[src/rtl/vga_sync_out.sv]
// ============================================================================
// Module   : vga_sync_out
// Brief    : VGA raster timing counters with registered TinyVGA PMOD output.
// Revision : 1.0 - initial release
// ============================================================================
`default_nettype none

module vga_sync_out #(
  parameter int H_ACTIVE = 640,
  parameter int H_FRONT  = 16,
  parameter int H_SYNC   = 96,
  parameter int H_BACK   = 48,
  parameter int V_ACTIVE = 480,
  parameter int V_FRONT  = 10,
  parameter int V_SYNC   = 2,
  parameter int V_BACK   = 33
) (
  input  logic       clk,
  input  logic       rst_n,
  input  logic       ena,
  input  logic [5:0] rgb,
  output logic [9:0] hpos,
  output logic [9:0] vpos,
  output logic       display_on,
  output logic       frame_start,
  output logic [7:0] uo_out
);

  localparam int c_h_total = H_ACTIVE + H_FRONT + H_SYNC + H_BACK;
  localparam int c_v_total = V_ACTIVE + V_FRONT + V_SYNC + V_BACK;

  localparam logic [9:0] c_h_last     = 10'(c_h_total - 1);
  localparam logic [9:0] c_v_last     = 10'(c_v_total - 1);
  localparam logic [9:0] c_h_active   = 10'(H_ACTIVE);
  localparam logic [9:0] c_v_active   = 10'(V_ACTIVE);
  localparam logic [9:0] c_hs_first   = 10'(H_ACTIVE + H_FRONT);
  localparam logic [9:0] c_hs_last    = 10'(H_ACTIVE + H_FRONT + H_SYNC - 1);
  localparam logic [9:0] c_vs_first   = 10'(V_ACTIVE + V_FRONT);
  localparam logic [9:0] c_vs_last    = 10'(V_ACTIVE + V_FRONT + V_SYNC - 1);
  localparam logic [7:0] c_uo_idle    = 8'h88;

  logic [9:0] r_hpos;
  logic [9:0] r_vpos;
  logic [7:0] r_uo_out;

  logic       w_h_wrap;
  logic       w_v_wrap;
  logic       w_hsync;
  logic       w_vsync;
  logic       w_display_on;
  logic [5:0] w_color;
  logic [7:0] w_uo_next;

  assign w_h_wrap = (r_hpos == c_h_last);
  assign w_v_wrap = (r_vpos == c_v_last);

  always_ff @(posedge clk or negedge rst_n) begin
    if (!rst_n) begin
      r_hpos <= '0;
      r_vpos <= '0;
    end else if (ena) begin
      if (w_h_wrap) begin
        r_hpos <= '0;
        r_vpos <= w_v_wrap ? '0 : r_vpos + 10'd1;
      end else begin
        r_hpos <= r_hpos + 10'd1;
      end
    end
  end

  // Sync pulses are active low inside their window.
  assign w_hsync      = !((r_hpos >= c_hs_first) && (r_hpos <= c_hs_last));
  assign w_vsync      = !((r_vpos >= c_vs_first) && (r_vpos <= c_vs_last));
  assign w_display_on = (r_hpos < c_h_active) && (r_vpos < c_v_active);
  assign w_color      = w_display_on ? rgb : 6'd0;

  assign w_uo_next = {w_hsync, w_color[1], w_color[3], w_color[5],
                      w_vsync, w_color[0], w_color[2], w_color[4]};

  always_ff @(posedge clk or negedge rst_n) begin
    if (!rst_n) begin
      r_uo_out <= c_uo_idle;
    end else if (ena) begin
      r_uo_out <= w_uo_next;
    end
  end

  assign hpos        = r_hpos;
  assign vpos        = r_vpos;
  assign display_on  = w_display_on;
  assign frame_start = ena && (r_hpos == 10'd0) && (r_vpos == 10'd0);
  assign uo_out      = r_uo_out;

endmodule

`default_nettype wire

[config.mk]
export PLATFORM = sky130hd
export DESIGN_NAME = vga_sync_out
export DESIGN_NICKNAME = d
export VERILOG_FILES = /design/src/rtl/vga_sync_out.sv
export SDC_FILE = /design/constraint.sdc
export NUM_CORES = 1
export LEC_CHECK = 0
export BUFFER_PORTS_ARGS = -buffer_cell sky130_fd_sc_hd__buf_2
export CAP_MARGIN = 0
export CORE_MARGIN = 2
export CORE_UTILIZATION = 35
export CTS_BUF_LIST = sky130_fd_sc_hd__clkbuf_4
export CTS_CLUSTER_SIZE = 8
export DETAILED_ROUTE_END_ITERATION = 12
export PLACE_DENSITY_LB_ADDON = 0.3
export SYNTH_ARGS = -nofsm -noshare
export SYNTH_HDL_FRONTEND = slang
export SYNTH_SLANG_ARGS = --single-unit
[constraint.sdc]
create_clock -name clk -period 1.81 [get_ports clk]
set_input_delay 0 -clock clk [delete_from_list [all_inputs] [get_ports clk]]
set_output_delay 0 -clock clk [all_outputs]
set_load 0.02 [all_outputs]
==> impl_metrics.env <==
export IMPL_hold_class="input pin to register"
export IMPL_grt_pass1_wl_um=5320
export IMPL_path_clk_slew_ps=150
export IMPL_tightest_slew_ps=607
export IMPL_drt_first_pass_iters=4
export IMPL_wl_met2_um=1560
export IMPL_post_route_period_util_pct=101
export IMPL_synth_area_um2=1450
export IMPL_synthesis_nets=169
export IMPL_hold_path_cell_count=3
export IMPL_fill_cells=363
export IMPL_ys_ff_latch=28
export IMPL_layout_drive_gt1_share_pct=37.7
export IMPL_yosysTopAreaCell="dfrtp_1"
export IMPL_rrSetupSlack_ps=30
export IMPL_design_area_um2=2030
export IMPL_grt_pass1_vias=1187
export IMPL_r2r_cells=4
export IMPL_synthArstFlopShare_pct=100
export IMPL_dieHeight_um=68.3
export IMPL_insertion_delay_ps=330
export IMPL_routed_wl_um=3450
export IMPL_hold_path_endpoint="uo_out[3]"
export IMPL_synth_distinct_cells=30
export IMPL_ys_warn_count=0
export IMPL_syn_inst=155
export IMPL_grt_max_degree=29
export IMPL_multi_input_area_um2=711
export IMPL_synth_flop_cell="dfrtp_1"
export IMPL_antenna_left=0
export IMPL_grt_use_total_pct=15.2
export IMPL_tns_ps=-13.5
export IMPL_routed_via_count=1346
export IMPL_max_cap_violations=0
export IMPL_critical_path_reg2reg_startpoint="hpos[5]"
export IMPL_drtIter0Drc=86
export IMPL_fin_skew_ps=10.5
export IMPL_fin_ws_ps=-13.5
export IMPL_gr_total_overflow=0
export IMPL_leakage_nw=0.962
export IMPL_nNetsFinal=235
export IMPL_numCtsBuffers=3
export IMPL_synth_edf_count=0
export IMPL_crit_arrival_ps=1820
export IMPL_n_antenna_cell=0
export IMPL_synthTopCellsByArea="dfrtp_1 (45%), xnor2_1 (5.4%), ha_1 (4.3%), nand2_1 (4.2%), dfstp_2 (3.6%)"
export IMPL_placed_cells=255
export IMPL_cpPeakStageDelay_ps=480
export IMPL_area_delta_synth_final_pct=40.6
export IMPL_met3WireLength_um=169
export IMPL_h_tree_depth=1
export IMPL_clk_path_buf_depth=2
export IMPL_rows=23
export IMPL_peakVddDrop_v=0.000291
export IMPL_wl_per_cell_um=12.8
export IMPL_dp_hpwl_um=2500
export IMPL_setup_viol_count_final=1
export IMPL_violations="setup timing"
export IMPL_place_area_um2=1820
export IMPL_slew_headroom_pct=59.5
export IMPL_cts_root_buf="clkbuf_4"
export IMPL_start_util_pct=36.2
export IMPL_status="finished, violations left"
export IMPL_finish_utilization_pct=50.8
export IMPL_path_cells="buf_6 > or4_4 > nor4_4 > buf_4"
export IMPL_dieArea_um2=4660
export IMPL_wl_met1_um=1680
export IMPL_cts_sinks=28
export IMPL_synth_area_per_cell_um2=9.33
export IMPL_start_kind="register"
export IMPL_finalHoldViolations=0
export IMPL_worst_setup_path_type="register to primary output"
export IMPL_routabilityCongestion=0.818
export IMPL_power_density_nw_per_um2=830
export IMPL_die_w_um=68.3
export IMPL_synth_seq_area_share_pct=48.6
export IMPL_ios=39
export IMPL_cts_tree="done"
export IMPL_core_um2=4000
export IMPL_final_cells=270
export IMPL_top_layer="met4"
export IMPL_antenna_found_initial=0
export IMPL_synth_top_area_share_pct=45.0
export IMPL_vias_per_cell=4.99
export IMPL_drc=0
export IMPL_endpoint_kind="primary output"
export IMPL_numPortBuffers=38
export IMPL_rsz0062_at_grt="true"
export IMPL_fin_crit_ps=1820
export IMPL_seq_area_um2=708
export IMPL_fmax_ghz=0.548
export IMPL_cp_max_fo=3
export IMPL_crit_path_top_delay_cell="or4_4"
export IMPL_slew_viol_final=0
export IMPL_min_from="ena"
export IMPL_r2r_end="vpos[9]"
export IMPL_required_ps=1810
[cells in the final DEF (no fill, tap or decap), types with 3 or more instances in the layout]
master	instances
xnor2_1	9
o21ai_0	7
dfrtp_1	22
dfrtp_2	4
inv_1	12
nor2_1	8
a21oi_1	5
buf_4	25
ha_1	4
nand4_1	8
nand2_1	16
and3_1	4
o22ai_1	6
buf_2	37
nand3_1	8
nor3_1	5
dlygate4sd3_1	7
clkbuf_4	3
[state kept, by name (all words and copies together), names as in the netlist]
name	cells
hpos	10
uo_out	8
vpos	10
[stage by stage]
step / power, mW / hold WS (ps) / setup slack [ps]
finish: 1.69 / 72.3 / -13.5
floorplan: 1.06 / -296 / -226
detailed placement: 1.26 / 49.4 / 55.8
CTS: 1.68 / 63.3 / 2.17
global route: 1.80 / 81.4 / -77.1
global placement: 1.25 / 49.9 / 71.2
[report_power, final]
part / switching (mW) / internal [mW]
registers: 0.0441 / 0.695
logic: 0.314 / 0.233
clock network: 0.178 / 0.224
[layer usage]
layer | vias to the layer above | track usage [%]
met5 | - | 0
met4 | 0 | 4.50
met3 | 4 | 2.14
met2 | 44 | 25.4
met1 | 627 | 20.4
li1 | 671 | -
[logic make-up (layout without fill, tap and decap cells)]
kind of cell	Yosys count	count (layout)	synth area share (%)
mux	2	2	1.38
xor+xnor	11	11	6.66
fa+ha+maj	5	5	4.33
flops	28	28	48.6
simple gates	66	66	24.2
compound gates	22	22	8.74
buf+inv	21	86	6.06
[critical path: cells and delay by family (launching register included)]
| kind | cells | cell delay, ps |
|---|---|---|
| buffers and inverters | 2 | 300 |
| flip-flops | 1 | 420 |
| AND/OR/NAND/NOR | 2 | 770 |
[what timing repair did]
action / CTS / global route
hold endpoints to repair: 32 / 0
hold buffers: 7 / 0
setup endpoints to repair: 1 / 5
pin swaps: 1 / 1
gates resized for setup: 2 / 10
setup buffers: 1 / 3
[cell type report]
class | count | area share (%)
Tap cell | 50 | 3.08
Inverter | 12 | 2.22
Multi-Input combinational cell | 106 | 35.0
Timing Repair Buffer | 70 | 22.3
Clock buffer | 3 | 1.11
Sequential cell | 28 | 34.8
Clock inverter | 1 | 1.48
[Yosys cell counts (3+ instances only)]
library cell	count
dfrtp_1	26
nand2_1	16
inv_1	12
xnor2_1	9
nand3_1	8
nand4_1	8
nor2_1	8
o21ai_0	8
clkbuf_1	7
o22ai_1	6
a21oi_1	5
ha_1	5
nor3_1	5
nor4_1	5
and3_1	4
or3_1	3
[how the worst max path moves through the flow]
stage / from / slack (ps) / endpoint / cells past startpoint
floorplan: hpos[5] / -230 / vpos[9] / 6
global placement: hpos[5] / 70 / vpos[9] / 4
detailed placement: hpos[0] / 60 / vpos[9] / 5
CTS: vpos[8] / 2 / frame_start / 4
global route: hpos[9] / -80 / frame_start / 4
finish: hpos[9] / -10 / frame_start / 4
Note: power is estimated with default switching activity, not from simulation.
